$ cat src/rtl/jesd204b_pkg.sv
// jesd204b_pkg
// Shared JESD204B transmit-side definitions: 8b/10b control characters used
// on the link, the ILAS generator state encoding and the size of the link
// configuration block carried in the second ILAS multiframe.
// No ports (package).
package jesd204b_pkg;

    // Control characters (K-flag set when transmitted)
    localparam logic [7:0] K28_0 = 8'h1C;   // /R/ multiframe start
    localparam logic [7:0] K28_3 = 8'h7C;   // /A/ multiframe end
    localparam logic [7:0] K28_4 = 8'h9C;   // /Q/ config data start
    localparam logic [7:0] K28_5 = 8'hBC;   // /K/ code group sync

    // Number of link configuration octets carried in ILAS multiframe 1
    localparam int ILAS_CFG_OCTETS = 14;

    typedef enum logic [1:0] {
        ST_CGS       = 2'd0,
        ST_WAIT_LMFC = 2'd1,
        ST_ILAS      = 2'd2,
        ST_DATA      = 2'd3
    } ilas_gen_state_e;

    // Mod-256 sum of the configuration octets that precede FCHK
    function automatic logic [7:0] cfg_octet_sum(
        input logic [8*(ILAS_CFG_OCTETS-1)-1:0] octets
    );
        logic [7:0] acc;
        acc = 8'h00;
        for (int i = 0; i < ILAS_CFG_OCTETS - 1; i++) begin
            acc = acc + octets[8*i +: 8];
        end
        return acc;
    endfunction

endpackage

$ cat src/rtl/ilas_generator_if.sv
// ilas_generator_if
// Transmit stream between the transport layer, the ILAS generator and the
// 8b/10b encoder.
//   tx_data_i   : user data word from the transport layer
//   tx_ready_o  : tx_data_i is consumed this cycle
//   data_o      : octets toward the encoder (octet n = data_o[8n+7:8n])
//   char_is_k_o : per-octet K-flag
//   ilas_done_o : link is in the user-data phase
// Modports: master = generator side, slave = transport/encoder side.
interface ilas_generator_if #(
    parameter int PARALLEL_OCTETS = 4
);
    logic [8*PARALLEL_OCTETS-1:0] tx_data_i;
    logic                         tx_ready_o;
    logic [8*PARALLEL_OCTETS-1:0] data_o;
    logic [PARALLEL_OCTETS-1:0]   char_is_k_o;
    logic                         ilas_done_o;

    modport master (
        input  tx_data_i,
        output tx_ready_o,
        output data_o,
        output char_is_k_o,
        output ilas_done_o
    );

    modport slave (
        output tx_data_i,
        input  tx_ready_o,
        input  data_o,
        input  char_is_k_o,
        input  ilas_done_o
    );
endinterface

$ cat src/rtl/ilas_generator_fchk.sv
// ilas_fchk
// Combinational FCHK computation: mod-256 sum of configuration octets 0..12.
//   cfg_i  : in  104 - octets 0..12, octet n = cfg_i[8n+7:8n]
//   fchk_o : out 8   - checksum octet
module ilas_fchk
    import jesd204b_pkg::*;
(
    input  logic [8*(ILAS_CFG_OCTETS-1)-1:0] cfg_i,
    output logic [7:0]                       fchk_o
);

    // Checksum over the octets that precede FCHK
    always_comb begin
        fchk_o = cfg_octet_sum(cfg_i);
    end

endmodule

$ cat src/rtl/ilas_generator.sv
// ilas_generator
// JESD204B transmit link-establishment sequencer. Sends /K/ (CGS) while
// SYNC~ is low, then after SYNC~ releases waits for an LMFC boundary and
// sends the ILAS multiframes, then forwards user data.
// Ports:
//   clk_i   : clock
//   rst_ni  : asynchronous active-low reset
//   sync_ni : SYNC~ (synchronous to clk_i), low requests CGS
//   lmfc_i  : single-cycle LMFC boundary pulse
//   cfg_i   : 14 link configuration octets, octet n = cfg_i[8n+7:8n]
//   bus     : ilas_generator_if.master (tx data in, octets/K-flags out)
// Build option: define ILAS_GEN_FCHK_EN to replace config octet 13 with the
// computed checksum of octets 0..12 at capture time.
module ilas_generator
    import jesd204b_pkg::*;
#(
    parameter int PARALLEL_OCTETS       = 4,
    parameter int OCTETS_PER_MULTIFRAME = 32,
    parameter int ILAS_MULTIFRAMES      = 4
) (
    input  logic                         clk_i,
    input  logic                         rst_ni,
    input  logic                         sync_ni,
    input  logic                         lmfc_i,
    input  logic [8*ILAS_CFG_OCTETS-1:0] cfg_i,
    ilas_generator_if.master             bus
);

    localparam int DATA_WIDTH = PARALLEL_OCTETS * 8;
    localparam int M_WORDS    = OCTETS_PER_MULTIFRAME / PARALLEL_OCTETS;
    localparam int WCNT_W     = (M_WORDS > 1) ? $clog2(M_WORDS) : 1;
    localparam int MCNT_W     = $clog2(ILAS_MULTIFRAMES + 1);
    localparam int CIDX_W     = $clog2(ILAS_CFG_OCTETS);
    localparam logic [WCNT_W-1:0] WCNT_LAST = WCNT_W'(M_WORDS - 1);
    localparam logic [MCNT_W-1:0] MCNT_LAST = MCNT_W'(ILAS_MULTIFRAMES - 1);
    localparam logic [MCNT_W-1:0] MCNT_CFG  = MCNT_W'(1);

    ilas_gen_state_e             state_r, state_s;
    logic [WCNT_W-1:0]           wcnt_r, wcnt_s;
    logic [MCNT_W-1:0]           mcnt_r, mcnt_s;
    logic                        capture_s;
    logic [7:0]                  cfg_r     [ILAS_CFG_OCTETS];
    logic [7:0]                  cfg_cap_s [ILAS_CFG_OCTETS];
    logic [DATA_WIDTH-1:0]       data_r, data_s;
    logic [PARALLEL_OCTETS-1:0]  k_r, k_s;
    logic                        done_r;

`ifdef ILAS_GEN_FCHK_EN
    logic [7:0] fchk_s;

    ilas_fchk u_fchk (
        .cfg_i  (cfg_i[8*(ILAS_CFG_OCTETS-1)-1:0]),
        .fchk_o (fchk_s)
    );
`endif

    // Configuration image to capture at the LMFC that starts ILAS
    always_comb begin
        for (int i = 0; i < ILAS_CFG_OCTETS - 1; i++) begin
            cfg_cap_s[i] = cfg_i[8*i +: 8];
        end
`ifdef ILAS_GEN_FCHK_EN
        cfg_cap_s[ILAS_CFG_OCTETS-1] = fchk_s;
`else
        cfg_cap_s[ILAS_CFG_OCTETS-1] = cfg_i[8*(ILAS_CFG_OCTETS-1) +: 8];
`endif
    end

    // Next state and counters. Counters hold the position of the word that
    // will be on data_o after the next edge, so the output register can be
    // loaded directly from them. SYNC~ low overrides everything else.
    always_comb begin
        state_s   = state_r;
        wcnt_s    = wcnt_r;
        mcnt_s    = mcnt_r;
        capture_s = 1'b0;
        case (state_r)
            ST_CGS: begin
                if (sync_ni) begin
                    state_s = ST_WAIT_LMFC;
                end else begin
                    state_s = ST_CGS;
                end
            end
            ST_WAIT_LMFC: begin
                if (!sync_ni) begin
                    state_s = ST_CGS;
                end else if (lmfc_i) begin
                    state_s   = ST_ILAS;
                    wcnt_s    = {WCNT_W{1'b0}};
                    mcnt_s    = {MCNT_W{1'b0}};
                    capture_s = 1'b1;
                end else begin
                    state_s = ST_WAIT_LMFC;
                end
            end
            ST_ILAS: begin
                if (!sync_ni) begin
                    state_s = ST_CGS;
                end else begin
                    if (wcnt_r == WCNT_LAST) begin
                        wcnt_s = {WCNT_W{1'b0}};
                        mcnt_s = mcnt_r + MCNT_W'(1);
                    end else begin
                        wcnt_s = wcnt_r + WCNT_W'(1);
                        mcnt_s = mcnt_r;
                    end
                    // Enter DATA as the final ILAS word is loaded, so
                    // tx_ready_o rises while that word is on data_o.
                    if (wcnt_s == WCNT_LAST && mcnt_s == MCNT_LAST) begin
                        state_s = ST_DATA;
                    end else begin
                        state_s = ST_ILAS;
                    end
                end
            end
            ST_DATA: begin
                if (!sync_ni) begin
                    state_s = ST_CGS;
                end else begin
                    state_s = ST_DATA;
                end
            end
            default: begin
                state_s = ST_CGS;
            end
        endcase
    end

    // Output word for the next cycle: CGS, user data, or ILAS octets
    always_comb begin
        int               p;
        logic [CIDX_W-1:0] ci;
        p      = 0;
        ci     = {CIDX_W{1'b0}};
        data_s = {PARALLEL_OCTETS{K28_5}};
        k_s    = {PARALLEL_OCTETS{1'b1}};
        if (state_s == ST_CGS || state_s == ST_WAIT_LMFC) begin
            data_s = {PARALLEL_OCTETS{K28_5}};
            k_s    = {PARALLEL_OCTETS{1'b1}};
        end else if (state_r == ST_DATA) begin
            data_s = bus.tx_data_i;
            k_s    = {PARALLEL_OCTETS{1'b0}};
        end else begin
            // Entering or inside ILAS, including the final ILAS word
            for (int n = 0; n < PARALLEL_OCTETS; n++) begin
                p  = int'(wcnt_s) * PARALLEL_OCTETS + n;
                ci = CIDX_W'(p - 2);
                if (p == 0) begin
                    data_s[8*n +: 8] = K28_0;
                    k_s[n]           = 1'b1;
                end else if (p == OCTETS_PER_MULTIFRAME - 1) begin
                    data_s[8*n +: 8] = K28_3;
                    k_s[n]           = 1'b1;
                end else if (mcnt_s == MCNT_CFG && p == 1) begin
                    data_s[8*n +: 8] = K28_4;
                    k_s[n]           = 1'b1;
                end else if (mcnt_s == MCNT_CFG && p >= 2 && p <= ILAS_CFG_OCTETS + 1) begin
                    data_s[8*n +: 8] = cfg_r[ci];
                    k_s[n]           = 1'b0;
                end else begin
                    data_s[8*n +: 8] = 8'(p);
                    k_s[n]           = 1'b0;
                end
            end
        end
    end

    // State, counters and registered outputs
    always_ff @(posedge clk_i or negedge rst_ni) begin
        if (!rst_ni) begin
            state_r <= ST_CGS;
            wcnt_r  <= {WCNT_W{1'b0}};
            mcnt_r  <= {MCNT_W{1'b0}};
            data_r  <= {PARALLEL_OCTETS{K28_5}};
            k_r     <= {PARALLEL_OCTETS{1'b1}};
            done_r  <= 1'b0;
        end else begin
            state_r <= state_s;
            wcnt_r  <= wcnt_s;
            mcnt_r  <= mcnt_s;
            data_r  <= data_s;
            k_r     <= k_s;
            done_r  <= (state_s == ST_DATA);
        end
    end

    // Configuration snapshot, frozen for the whole ILAS
    always_ff @(posedge clk_i or negedge rst_ni) begin
        if (!rst_ni) begin
            for (int i = 0; i < ILAS_CFG_OCTETS; i++) begin
                cfg_r[i] <= 8'h00;
            end
        end else if (capture_s) begin
            cfg_r <= cfg_cap_s;
        end
    end

    assign bus.data_o      = data_r;
    assign bus.char_is_k_o = k_r;
    assign bus.ilas_done_o = done_r;
    assign bus.tx_ready_o  = (state_r == ST_DATA);

endmodule
$ cat src/flat_wrapper.sv
// flat-port wrapper written by rule: the top's interface ports become plain ports
module ilas_generator_flat import jesd204b_pkg::*;
#(
    parameter int PARALLEL_OCTETS       = 4,
    parameter int OCTETS_PER_MULTIFRAME = 32,
    parameter int ILAS_MULTIFRAMES      = 4
)
  (clk_i, rst_ni, sync_ni, lmfc_i, cfg_i, bus_tx_data_i, bus_tx_ready_o, bus_data_o, bus_char_is_k_o, bus_ilas_done_o);
  ilas_generator_if #(.PARALLEL_OCTETS(PARALLEL_OCTETS)) bus_i ();
  input  logic clk_i;
  input  logic rst_ni;
  input  logic sync_ni;
  input  logic lmfc_i;
  input  logic [8*ILAS_CFG_OCTETS-1:0] cfg_i;
  input wire logic [$bits(bus_i.tx_data_i)-1:0] bus_tx_data_i;
  output wire logic [$bits(bus_i.tx_ready_o)-1:0] bus_tx_ready_o;
  output wire logic [$bits(bus_i.data_o)-1:0] bus_data_o;
  output wire logic [$bits(bus_i.char_is_k_o)-1:0] bus_char_is_k_o;
  output wire logic [$bits(bus_i.ilas_done_o)-1:0] bus_ilas_done_o;
  assign bus_i.tx_data_i = bus_tx_data_i;
  assign bus_tx_ready_o = bus_i.tx_ready_o;
  assign bus_data_o = bus_i.data_o;
  assign bus_char_is_k_o = bus_i.char_is_k_o;
  assign bus_ilas_done_o = bus_i.ilas_done_o;
  ilas_generator #(.PARALLEL_OCTETS(PARALLEL_OCTETS), .OCTETS_PER_MULTIFRAME(OCTETS_PER_MULTIFRAME), .ILAS_MULTIFRAMES(ILAS_MULTIFRAMES)) u_core (.clk_i(clk_i), .rst_ni(rst_ni), .sync_ni(sync_ni), .lmfc_i(lmfc_i), .cfg_i(cfg_i), .bus(bus_i));
endmodule
$ cat config.mk
export PLATFORM = sky130hd
export DESIGN_NAME = ilas_generator_flat
export DESIGN_NICKNAME = d
export VERILOG_FILES = /design/src/rtl/jesd204b_pkg.sv /design/src/rtl/ilas_generator_if.sv /design/src/rtl/ilas_generator_fchk.sv /design/src/rtl/ilas_generator.sv /design/src/flat_wrapper.sv
export SDC_FILE = /design/constraint.sdc
export NUM_CORES = 1
export LEC_CHECK = 0
export BUFFER_PORTS_ARGS = -buffer_cell sky130_fd_sc_hd__buf_2
export CORE_MARGIN = 2
export CORE_UTILIZATION = 50
export DETAILED_ROUTE_END_ITERATION = 12
export PLACE_DENSITY_LB_ADDON = 0.25
export SYNTH_ARGS = -nofsm -noshare
export SYNTH_HDL_FRONTEND = slang
export SYNTH_SLANG_ARGS = --single-unit
$ cat constraint.sdc
create_clock -name clk_i -period 3.9 [get_ports clk_i]
set_input_delay 0.975 -clock clk_i [delete_from_list [all_inputs] [get_ports clk_i]]
set_output_delay 0.975 -clock clk_i [all_outputs]
set_load 0.005 [all_outputs]
==> results summary <==
For this block, the routed nets add up to 18600 um of wire. Global routing finished with a remaining overflow of 0. The timing endpoint of the critical path is u_core.bus.data_o[2]. In this run the standard cell core region covers 14400 sq um. The number of nets in the layout is 915.

The total negative slack is 0 ps. The overall die area is 15700 sq um. The clock network latency to the later pin of the worst-skew pair came out at 420 ps. The initial core utilization is 50.9%. Yosys printed 0 warnings. The wire length of the first global-routing pass is 29400 um. The count of cell types in the netlist came out at 66. The via count of the first global-routing pass came out at 5786. The worst slack after detailed placement came out at 428 ps. The flow ran to the end, and the final reports show no timing, DRC or antenna violations. The count of cells in the finished layout, fillers not included, comes to 960. In this run, placement finished with an instance count of 922. The final-layout fill cell count came out at 1164. Yosys attributes the largest share of cell area to dfrtp_1, mux2_2, dfstp_2. In this run the worst setup path begins at u_core.state_r[0].

The final-layout worst hold slack came out at 500 ps. The number of failing setup endpoints in the final timing report came out at 0. The detailed-router iteration count before antenna repair came out at 4.

In this run the clock root is driven by a clkbuf_16. The power density over the cells is 531 nW/um^2. After synthesis, the largest family of logic cells by area is multiplexers. In this run the biggest area consumer among cell types represents 45.3% of the synthesized area. STA classifies the critical path startpoint as a register. The area share of fa/ha/maj cells after synthesis is 1.70%. The global-route usage over all layers came out at 23.9%. The fraction of the yosys area taken by sequential cells is 53.9%. TritonCTS built the clock tree. The flop and latch count out of synthesis came out at 157. The post-route fraction of the period consumed by the critical path came out at 82.6%. The die width is 125 um. Summing over every cut layer, the via total after detailed routing is 5443. The number of buffers added to fix hold violations after cts is 0. The worst register-to-register path begins at u_core.state_r[0]. The number of hold-slack violations in the final timing report came to 0. The final period demand of the worst path is 3220 ps. The sum of net half-perimeters after detailed placement is 13200 um.

The complex-gate fraction of the synthesized area is 12.0%. The slew of the pin with the lowest slew margin came out at 765 ps. The path class of the tightest hold or removal check is reg -> reg. The number of antenna violations at the first check in global routing came to 6. The worst register-to-register path has a depth of 10. The weighted congestion at the end of routability-driven global placement is 0.856. The critical path in this run is classified as reg -> reg. Across the run, the number of max-cap violations was 0.

Setup repair after global routing left no endpoint under its margin. The required time of the critical path came out at 4220 ps. The number of top-level pins came out at 186. Static timing analysis puts the maximum clock frequency at 310 MHz. The number of max-slew violations in the final report is 0. The residual antenna-violating net count after detailed routing came out at 0.

No sink is reached through more buffers than the 2 on the longest clock path. The maximum number of pins on one net before global-route repair came out at 83. In this run, the number of DRC markers left after iteration 0 of detailed routing was 437. The number of gates resized after CTS was 0.

The area growth from synthesis to layout is 23.3%. The final core area utilization came out at 62.8%. In this run the critical register-to-register path is captured at u_core.bus.data_o[2]. The endpoint arrival time on the critical path is 3540 ps. The post-synthesis cell area is 7340 sq um.

The initialized floorplan defines 44 standard-cell rows. The maximum net fanout on the critical path is 11. The worst setup skew after layout is 12.6 ps. The DRC violations left is 0.

The analysis attributes to cell leakage a power of 4.24 nW. Of all cell types, the one taking the most synthesized area is dfrtp_1. Counting flops with a built-in enable in the synthesized netlist gives 0. The worst IR drop on VDD is 0.343 mV. The sequential cell area came out at 3960 sq um. The simple logic cell fraction of the synthesized area is 6.99%. Of all flip-flops after synthesis, the portion carrying an async set or reset was 100%. The TritonCTS buffer count came out at 17. The worst setup path is captured at a register. The top flip-flop cell by instance count after synthesis is dfrtp_1. The number of buffers inserted to repair setup after CTS is 0. The portion of synthesized area spent on multiplexers is 22.0%.

The clock slew at the register clock pins of the worst setup and hold paths is 60 ps. In the synthesized netlist, the number of instances is 578. Dividing the detail-routed wire length by the instance count gives 19.3 um. The setup slack after layout came out at 679 ps. The worst register-to-register path has a setup slack of 680 ps. In this run the tool buffered the top-level ports with 185 buffer cells. The clock sink count is 157. The average cell area after synthesis is 12.7 sq um.

The multi-input combinational cells in the finished layout cover a total of 3150 sq um. The ratio of routed vias to standard cells came out at 5.67. The synthesized net count came out at 736.

Of the total synthesized cell area, the portion taken by XOR and XNOR cells is 0%. The H-tree was split into 4 levels. The normalized max-slew margin is 49.0%. The die outline height is 125 um. The fraction of final layout cells with drive strength greater than 1 is 50.6%.
==> cell usage in the layout (no fill, tap or decap), types with 11 or more instances in the layout <==
cell	count
buf_2	184
inv_1	11
clkbuf_16	17
dfstp_2	24
a21oi_1	22
and3_1	11
nand3_1	14
mux2i_1	30
nand2_1	36
o21ai_0	14
dfrtp_1	133
mux2_2	116
==> registers in the layout (all words and copies together) (netlist names) <==
signal                  flops
u_core.cfg_r              112
u_core.bus.data_o          32
u_core.bus.char_is_k_o      4
u_core.mcnt_r               3
u_core.wcnt_r               3
u_core.state_r              2
u_core.bus.ilas_done_o      1
==> worst min-delay path by stage <==
stage                                 from          endpoint  slack, ps  cells past startpoint
after floorplan           u_core.cfg_r[82]  u_core.cfg_r[82]        470                      1
after global placement    u_core.cfg_r[22]  u_core.cfg_r[22]        480                      1
after detailed placement  u_core.cfg_r[82]  u_core.cfg_r[82]        490                      1
after CTS                 u_core.cfg_r[82]  u_core.cfg_r[82]        500                      1
after global routing      u_core.cfg_r[45]  u_core.cfg_r[45]        520                      1
final                     u_core.cfg_r[82]  u_core.cfg_r[82]        500                      1
==> metal layers <==
metal / vias up / GRT usage, % / part of all wire (%)
met4: 0 / 10.1 / 2.5
li1: 2492 / - / -
met1: 2749 / 30.3 / 42
met3: 33 / 5.78 / 5.5
met5: - / 0 / 0
met2: 169 / 39.5 / 50
==> report_power, final <==
part	total [mW]	switching (mW)	leakage (nW)	internal (mW)
Sequential	2.16	0.183	1.87	1.97
Clock	1.68	0.646	0.300	1.03
Combinational	0.977	0.464	2.07	0.513
==> per-stage QoR <==
stage | total power, mW | instance area [sq um]
3_5_place_dp | 3.15 | 8430
5_1_grt | 5.03 | 9050
3_3_place_gp | 3.10 | 8430
6_report | 4.81 | 9050
2_1_floorplan | 2.84 | 7340
4_1_cts | 4.84 | 9040
==> logic make-up after synthesis <==
| family | after synthesis |
|---|---|
| and+or+nand+nor | 100 |
| muxes | 147 |
| adders and majority gates | 10 |
| buffers and inverters | 49 |
| AOI/OAI and AO/OA | 115 |
| DFF | 157 |
==> cells in the mapped netlist (4+ instances only) <==
library cell	n
mux2_2	116
ha_1	10
clkbuf_1	21
mux2i_1	30
a211oi_1	8
inv_1	11
a21oi_1	22
and3_1	11
o21a_1	8
nor2_1	10
buf_2	4
buf_4	4
a31oi_1	5
a311o_1	5
nor3_1	8
nand3_1	15
a221o_1	10
o22ai_1	5
o21ai_0	14
dfstp_2	24
nand2_1	36
dfrtp_1	133
o21ai_1	4
==> layout make-up <==
type | instances | area share (%)
antenna | 6 | 0.166
clock buffer | 23 | 5.50
clock inverter | 9 | 1.20
inverter | 13 | 0.567
multi-input combinational | 372 | 34.8
sequential | 157 | 43.7
tap | 184 | 2.54
timing repair buffer | 196 | 11.5
==> critical path, stage by stage, from the launching register on <==
cell and delay (ps):
dfrtp_1 390, inv_1 80, ha_1 410, and2_4 220, a2bb2oi_2 160, or2_2 370, ha_1 520, inv_1 260
and3_1 210, a2111oi_0 420, a211oi_1 90
Note: power is estimated with default switching activity, not from simulation.
